## src/rtl/dm_store_buffer.sv

```systemverilog
// ---------------------------------------------------------------------------
// dm_store_buffer
//
// Posted-write FIFO that sits between the MEM stage and the data memory.
// Stores (word/half/byte plus the PC, for the write trace) are queued and
// drained into the data memory write port at most one per cycle. Loads whose
// word index hits a pending store are flagged so the hazard unit can stall.
// Misaligned stores are dropped and reported with a one-cycle pulse.
//
// Optional feature macro: STORE_BUF_FWD_EN
//   When defined, a word load whose youngest matching entry is a word store
//   gets that entry's data forwarded instead of stalling.
//
// Parameters:
//   DEPTH  number of buffered stores (power of two, >= 2)
//   AW     word-index width; the word index is addr[AW+1:2]
//
// Ports:
//   clk, rst            clock (rising edge), async active-low reset
//   st_valid/addr/align/wd/pc, st_ready   store request from MEM stage
//   st_misalign         registered pulse: previous-cycle store rejected
//   ld_valid/addr/align load probe from MEM stage
//   ld_stall            load must wait (combinational)
//   ld_fwd_valid/data   forwarded load data (feature macro only, else 0)
//   drain_en            data memory write port granted this cycle
//   dm_we/addr/align/wd/pc   head entry towards the data memory
//   empty               no entries pending
//
// Handshake: a store is taken on a rising edge when st_valid & st_ready and
// the address is aligned for its width; st_ready never depends on st_valid
// or on alignment. dm_we is the drain strobe; the head entry retires on the
// edge where dm_we is high.
// ---------------------------------------------------------------------------
module dm_store_buffer #(
    parameter int DEPTH = 4,
    parameter int AW    = 12
) (
    input  logic        clk,
    input  logic        rst,
    input  logic        st_valid,
    input  logic [31:0] st_addr,
    input  logic [1:0]  st_align,
    input  logic [31:0] st_wd,
    input  logic [31:0] st_pc,
    output logic        st_ready,
    output logic        st_misalign,
    input  logic        ld_valid,
    input  logic [31:0] ld_addr,
    input  logic [1:0]  ld_align,
    output logic        ld_stall,
    output logic        ld_fwd_valid,
    output logic [31:0] ld_fwd_data,
    input  logic        drain_en,
    output logic        dm_we,
    output logic [31:0] dm_addr,
    output logic [1:0]  dm_align,
    output logic [31:0] dm_wd,
    output logic [31:0] dm_pc,
    output logic        empty
);

    localparam int PW = (DEPTH > 1) ? $clog2(DEPTH) : 1;
    localparam int CW = PW + 1;

    // Entry storage. Contents are don't-care after reset, so no reset here.
    logic [31:0] ent_addr_q  [DEPTH];
    logic [1:0]  ent_align_q [DEPTH];
    logic [31:0] ent_wd_q    [DEPTH];
    logic [31:0] ent_pc_q    [DEPTH];

    logic [PW-1:0] rd_ptr_q, rd_ptr_d;
    logic [PW-1:0] wr_ptr_q, wr_ptr_d;
    logic [CW-1:0] count_q,  count_d;
    logic          misalign_q, misalign_d;

    logic aligned;
    logic push;
    logic hit;

    // ------------------------------------------------------------------
    // Alignment check. Reserved encoding 11 is treated as a word.
    // ------------------------------------------------------------------
    always_comb begin
        aligned = 1'b0;
        case (st_align)
            2'b01:   aligned = ~st_addr[0];
            2'b10:   aligned = 1'b1;
            default: aligned = (st_addr[1:0] == 2'b00);
        endcase
    end

    assign empty    = (count_q == '0);
    assign dm_we    = ~empty & drain_en;
    // A full buffer still accepts when the head retires on the same edge.
    assign st_ready = (count_q < CW'(DEPTH)) | dm_we;
    assign push     = st_valid & st_ready & aligned;

    assign dm_addr  = ent_addr_q[rd_ptr_q];
    assign dm_align = ent_align_q[rd_ptr_q];
    assign dm_wd    = ent_wd_q[rd_ptr_q];
    assign dm_pc    = ent_pc_q[rd_ptr_q];

    assign st_misalign = misalign_q;

    // ------------------------------------------------------------------
    // Next-state for pointers, occupancy and the reject pulse.
    // ------------------------------------------------------------------
    always_comb begin
        rd_ptr_d   = rd_ptr_q + PW'(dm_we);
        wr_ptr_d   = wr_ptr_q + PW'(push);
        count_d    = count_q + CW'(push) - CW'(dm_we);
        misalign_d = st_valid & ~aligned;
    end

    always_ff @(posedge clk or negedge rst) begin
        if (!rst) begin
            rd_ptr_q   <= '0;
            wr_ptr_q   <= '0;
            count_q    <= '0;
            misalign_q <= 1'b0;
        end else begin
            rd_ptr_q   <= rd_ptr_d;
            wr_ptr_q   <= wr_ptr_d;
            count_q    <= count_d;
            misalign_q <= misalign_d;
        end
    end

    always_ff @(posedge clk) begin
        if (push) begin
            ent_addr_q[wr_ptr_q]  <= st_addr;
            ent_align_q[wr_ptr_q] <= st_align;
            ent_wd_q[wr_ptr_q]    <= st_wd;
            ent_pc_q[wr_ptr_q]    <= st_pc;
        end
    end

    // ------------------------------------------------------------------
    // Load hazard scan. Offsets walk from the head (oldest) towards the
    // tail, so the last match seen is the youngest one. Offsets at or past
    // count are not live; the pointer add wraps naturally modulo DEPTH.
    // ------------------------------------------------------------------
`ifdef STORE_BUF_FWD_EN
    logic        yng_word;
    logic [31:0] yng_wd;
    logic        fwd_ok;
`endif
    logic [PW-1:0] scan_idx;

    always_comb begin
        hit      = 1'b0;
        scan_idx = '0;
`ifdef STORE_BUF_FWD_EN
        yng_word = 1'b0;
        yng_wd   = '0;
`endif
        for (int i = 0; i < DEPTH; i++) begin
            scan_idx = rd_ptr_q + PW'(i);
            if ((CW'(i) < count_q) &&
                (ent_addr_q[scan_idx][AW+1:2] == ld_addr[AW+1:2])) begin
                hit = 1'b1;
`ifdef STORE_BUF_FWD_EN
                yng_word = (ent_align_q[scan_idx] == 2'b00) |
                           (ent_align_q[scan_idx] == 2'b11);
                yng_wd   = ent_wd_q[scan_idx];
`endif
            end
        end
    end

`ifdef STORE_BUF_FWD_EN
    assign fwd_ok       = ld_valid & hit & (ld_align == 2'b00) & yng_word;
    assign ld_fwd_valid = fwd_ok;
    assign ld_fwd_data  = fwd_ok ? yng_wd : 32'h0;
    assign ld_stall     = ld_valid & hit & ~fwd_ok;

    logic unused_ld;
    assign unused_ld = ^{ld_addr[31:AW+2], ld_addr[1:0]};
`else
    assign ld_fwd_valid = 1'b0;
    assign ld_fwd_data  = 32'h0;
    assign ld_stall     = ld_valid & hit;

    // Load width only matters for forwarding.
    logic unused_ld;
    assign unused_ld = ^{ld_addr[31:AW+2], ld_addr[1:0], ld_align};
`endif

endmodule
```

## config.mk

```make
export PLATFORM = sky130hd
export DESIGN_NAME = dm_store_buffer
export DESIGN_NICKNAME = d
export VERILOG_FILES = /design/src/rtl/dm_store_buffer.sv
export SDC_FILE = /design/constraint.sdc
export NUM_CORES = 1
export LEC_CHECK = 0
export CORE_AREA = 10 10 172 206
export DETAILED_ROUTE_END_ITERATION = 8
export DIE_AREA = 0 0 182 216
export PLACE_DENSITY = 0.79
export SLEW_MARGIN = 30
export SYNTH_ARGS = -nofsm -noshare
export SYNTH_HDL_FRONTEND = slang
export SYNTH_SLANG_ARGS = --single-unit
```

## constraint.sdc

```tcl
create_clock -name clk -period 9.91 [get_ports clk]
set_input_delay 1.982 -clock clk [delete_from_list [all_inputs] [get_ports clk]]
set_output_delay 1.982 -clock clk [all_outputs]
set_load 0.005 [all_outputs]
```

# Word level (Yosys, flattened, before mapping)
# Memory sizes are Yosys's and may differ from the RTL's.
# Index checks and enable logic that the tools add are counted.
# Widths: inputs -> output; s select.
dict set report word_totals {
  register_bits 8
  ram_bits 392
  out_inout_bits 136
  mem_count 4
}
# name words word_bits rd rd_clocked_by_memory_dff write_ports line
set memory_table {}
lappend memory_table {ent_addr_q 4 32 4 0 1 66} ;# logic [31:0] ent_addr_q [DEPTH];
lappend memory_table {ent_pc_q 4 32 1 0 1 69} ;# logic [31:0] ent_pc_q [DEPTH];
lappend memory_table {ent_wd_q 4 32 1 0 1 68} ;# logic [31:0] ent_wd_q [DEPTH];
lappend memory_table {ent_align_q 4 2 1 0 1 67} ;# logic [1:0] ent_align_q [DEPTH];
dict set report classes {
  n_addsub 7
  magnitude_cmp 5
  eq_ne 6
  mux 7
  bitwise_logic 9
  reduce_logical 6
}
# cell count
set ops {}
lappend ops {{$eq 12x12->1} 4}
lappend ops {{$lt 1x3->1 const A} 2}
lappend ops {{$lt 2x3->1 const A} 2}
lappend ops {{$mux 1} 6}
lappend ops {{$and 1x1->1} 5}
lappend ops {{$add 2x1->2} 2}
lappend ops {{$add 2x2->2 const B} 2}
lappend ops {{$logic_and 1x1->1} 4}
lappend ops {{$add 3x1->3} 1}
lappend ops {{$logic_not 3->1} 1}
lappend ops {{$lt 3x3->1 const B} 1}
lappend ops {{$not 1->1} 3}
lappend ops {{$sub 3x1->3} 1}
lappend ops {{$add 2x1->2 const B} 1}
lappend ops {{$eq 2x1->1 const B} 1}
lappend ops {{$eq 2x2->1 const B} 1}
lappend ops {{$logic_not 2->1} 1}
lappend ops {{$pmux 1 s2} 1}
lappend ops {{$or 1x1->1} 1}

# Depth between registers and ports, before layout
dict set report depth {
  word_depth 8
  mapped_depth 13
  mapped_depth_nobuf 12
}

# Worst setup path after synthesis
# No wires, ideal clock.
dict set report synth_timing {
  path_type {input port to flip-flop}
  start {input st_align[0]}
  end {memory ent_addr_q[1][0] (enable)}
  setup_time_ns 0.695
  arrival_time_ns 10.117
  t_required_ns 9.215
  setup_slack_ns -0.902
  cell_stages 9
  path_cell_list {inv_1 ha_1 nor2b_1 a21oi_1 nor2_1 a21oi_1 or2_2 clkbuf_1 nor3b_1}
}
dict set report synth_via {
  elab_chain_len 5
  word_cells_on_any_way 6
}
# item line
set synth_rtl {}
lappend synth_rtl {{start, declared} 42} ;# input logic [1:0] st_align,
lappend synth_rtl {{$eq 2x2->1 or $eq 2x1->1 (tied branches)} 85} ;# case (st_align)
lappend synth_rtl {{$pmux 1 s2 (*)} 85}
lappend synth_rtl {{$and 1x1->1 (*)} 96} ;# assign push = st_valid & st_ready & aligned;
lappend synth_rtl {{$mux 1 (*)} 130} ;# if (push) begin
lappend synth_rtl {{$mux 1 (not written as such) (*)} 131} ;# ent_addr_q[wr_ptr_q] <= st_addr;
lappend synth_rtl {{end, declared} 66}
# Mark *: on every way between the ends. The rest lies on a longest branch, timed or not.

# Final worst setup path
dict set report layout_timing {
  start {input ld_addr[5]}
  end {output ld_stall}
}
dict set report layout_via {
  elab_chain_len 7
  word_cells_on_any_way 13
}
# item line
set layout_rtl {}
lappend layout_rtl {{start, declared} 48} ;# input logic [31:0] ld_addr,
lappend layout_rtl {{$eq 12x12->1} 160} ;# (ent_addr_q[scan_idx][AW+1:2] == ld_addr[AW+1:2])) begin
lappend layout_rtl {{$logic_and 1x1->1} 159} ;# if ((CW'(i) < count_q) &&
lappend layout_rtl {{$mux 1 (3 in series)} 159}
lappend layout_rtl {{$mux 1 (*)} 159}
lappend layout_rtl {{$and 1x1->1 (*)} 182} ;# assign ld_stall = ld_valid & hit;
lappend layout_rtl {{end, declared} 50} ;# output logic ld_stall,
# Marked as above.

==> impl_results.md <==
- Status: finished, final reports clean
- Routed vias/inst: 5.54
- Nets: 1,141
- Min-delay src: wr_ptr_q[1]
- Metal2 WL: 16.5 mm
- WHS Endpoint: wr_ptr_q[1]
- Post-detail-place hpwl: ~22 mm
- Uppermost routed layer: met5
- Worst reg2reg path depth: 6
- Pre-CTS WS: 3.51 ns
- Via count: 7,925
- Average wire per standard cell: 23.3 microns
- Clock Tree Root: clkbuf_16
- Inserted Clock Buffers: 39
- Hold path cells: 1
- Critical path class: input pin to output port
- Register-to-Register Setup Slack: 6.94 ns
- Io pins: 273
- Metal1 wirelength: 12.6 mm
- Total grt overflow: 0
- Die Height: 216 microns
- Initial Utilization: a little over half
- Post-route ant nets: 0
- Pwr dens: 256 nW/um^2
- I/O Buffers: about 220
- Worst R2R Start: count_q[2]
- RSZ-0062 raised after global routing: no
- Setup repair bufs after CTS: 0
- Leak Pwr: 6.58 nW
- VDD IR max: 0.216 mV
- Distinct cells, synth: 45
- Setup crit end kind: output port
- DRC violations left: 0
- Max-slew violations: 0
- Max FO, Critical Path: 7
- Setup ws final: 3.50 ns
- Antenna violations before repair: 4
- Iteration-0 DRC Markers: 450
- Startpoint Class: input pin
- Layout cells sized above 1: between 10% and 20%
- Final instance count without filler cells: between 1,000 and 1,500
- Clock slew at reported path FFs: 0.06 ns
- Met3 Routed Length: 3.31 mm
- Worst hold path type: flip-flop to flip-flop
- Clk sinks: 400
- 1st-pass router iterations: 4
- Final Setup Violations: 0
- Fin util: between 60% and 70%
- Number of global-route vias before repair: ~8,500
- Crit path from: ld_addr[5]
- Maximum clock frequency: 156 MHz
- Yosys warnings: 0
- Setup TNS Final: 0 ns
- RR Endpoint: ent_wd_q[2][0]
- Max Cap Violations: 0
- Post-layout min period: 6.41 ns
- Slew Limit Headroom: 41.4%
- Slew @ Worst Pin: 0.879 ns
- Core box area: just over 30,000 sq um
- Syn Inst Count: 769
- Clock Skew: about 0.018 ns
- Worst-Skew Late Latency: 0.53 ns
- Post-synthesis cell area: 16,400 sq um
- Max clock buf depth: 3
- Final Hold Slack: just under 0.6 ns
- Syn avg cell area: 21.3 sq um
- GRT Total Usage: 16.9%
- Core Rows: 71
- First-pass GRT wire length: 51.4 mm
- # resized after CTS: 0
- Layout area overhead: 22.1%
- Placed Instances: 1,355
- Hold Buf Count CTS: 0
- Final GP Congestion: 0.878
- Final worst-path cycle share: ~65%
- Largest net degree at the start of global routing: 65
- Synthesized flop and latch total: 400
- WL final: 33.3 mm
- Die ar.: 39,300 sq um
- CP required: 7.93 ns
- Die width: 182 microns
- Arr. time, crit path: 4.43 ns
- TritonCTS clock tree: done
- # H-tree levels: 2
- Hold Violations, Final: 0
- Post-synthesis sequential area ratio: 73.1%
-- worst max path at each step --
stage,depth (start not counted),to,slack (ns)
3_3_place_gp,7,ld_stall,3.50
2_1_floorplan,9,ent_addr_q[1][0],-0.90
6_report,7,ld_stall,3.50
3_5_place_dp,7,ld_stall,3.51
4_1_cts,7,ld_stall,3.51
5_1_grt,7,ld_stall,3.29
-- metrics by stage --
step	power, mW	area, sq um
2_1_floorplan	3.09	16500
3_3_place_gp	3.77	18800
3_5_place_dp	3.77	18800
4_1_cts	5.22	20000
5_1_grt	5.38	20000
6_report	5.13	20000
-- Yosys cell counts, drive strengths merged --
master	number	share of area, %
o221ai	2	0.11
ha	8	0.61
nor4	12	0.46
and3	1	0.038
mux2	1	0.069
edfxtp	392	72
a22oi	1	0.046
dfrtp	8	1.2
nor2b	3	0.11
nand4	2	0.076
or2	1	0.038
mux4	97	13
o22ai	1	0.038
o2111ai	1	0.053
nor2	4	0.11
mux2i	61	4.0
or4	1	0.046
clkbuf	15	0.35
nor3	9	0.27
and2	1	0.038
nand2	4	0.092
o21ai	1	0.031
buf	60	2.9
fa	1	0.12
inv	12	0.27
conb	1	0.023
a21oi	3	0.092
a2111oi	2	0.15
nand3	2	0.061
xnor2	48	2.6
nand2b	1	0.038
nor3b	2	0.092
xor2	11	0.59
-- routing by layer --
layer	vias to the layer above	track usage, %
met5	-	0
met4	4	5.40
met3	59	6.93
met2	275	27.4
met1	4058	20.0
li1	3529	-
-- worst max-delay path, cell delays in order --
cell and delay (ns):
clkdlybuf4s50_1 0.67, o21ai_0 0.15, a2111oi_0 0.43, o221ai_1 0.18, a2111oi_2 0.35, or4_1 0.18, clkdlybuf4s50_1 0.50
-- layout make-up --
class	count	area, sq um
tap	401	502
sequential	400	12000
fill	2079	11200
inverter	12	45.0
clock inverter	21	216
antenna	4	10.0
timing repair buffer	228	2260
multi-input combinational	314	3970
clock buffer	50	1020
-- kinds of logic after synthesis --
family / share of synthesized area, %
adders and majority gates: 0.733
AOI/OAI and AO/OA: 0.512
DFF: 73.1
buffers and inverters: 3.51
and+or+nand+nor: 1.47
other: 0.0229
xor gates and xnor gates: 3.15
muxes: 17.5
-- power by group --
group | internal [mW] | switching [mW] | leakage, nW
clock network | 0.834 | 0.589 | 0.600
registers | 1.97 | 0.0676 | 3.63
logic | 0.942 | 0.725 | 2.35
total | 3.75 | 1.38 | 6.58
-- placed cells by master, fill, tap and decap left out, types with 2 or more instances in the layout --
master	synthesis	layout
nor3b_2	0	2
mux2i_4	3	3
diode_2	0	4
xnor2_1	48	48
mux4_1	3	3
clkbuf_1	14	11
ha_1	8	8
mux2i_1	55	55
nand3_1	2	2
mux4_2	94	94
conb_1	1	33
dfrtp_1	8	6
clkinv_2	0	4
xor2_1	11	11
nor2b_1	3	3
dfrtp_4	0	2
nand2_1	4	4
a21oi_1	3	3
edfxtp_1	392	392
inv_1	11	11
nand4_1	2	2
nor3_1	9	8
o221ai_1	2	2
inv_6	0	3
bufinv_16	0	4
clkdlybuf4s50_1	0	217
buf_4	36	9
clkinv_1	0	9
buf_6	3	2
nor4_1	12	12
nor2_1	3	3
clkbuf_16	0	39
mux2i_2	3	3
-- state kept, by name (all words and copies together), names as in the netlist --
register	count
wr_ptr_q	2
ent_wd_q	128
rd_ptr_q	2
st_misalign	1
ent_addr_q	128
count_q	3
ent_align_q	8
ent_pc_q	128
Note: power is estimated with default switching activity, not from simulation.
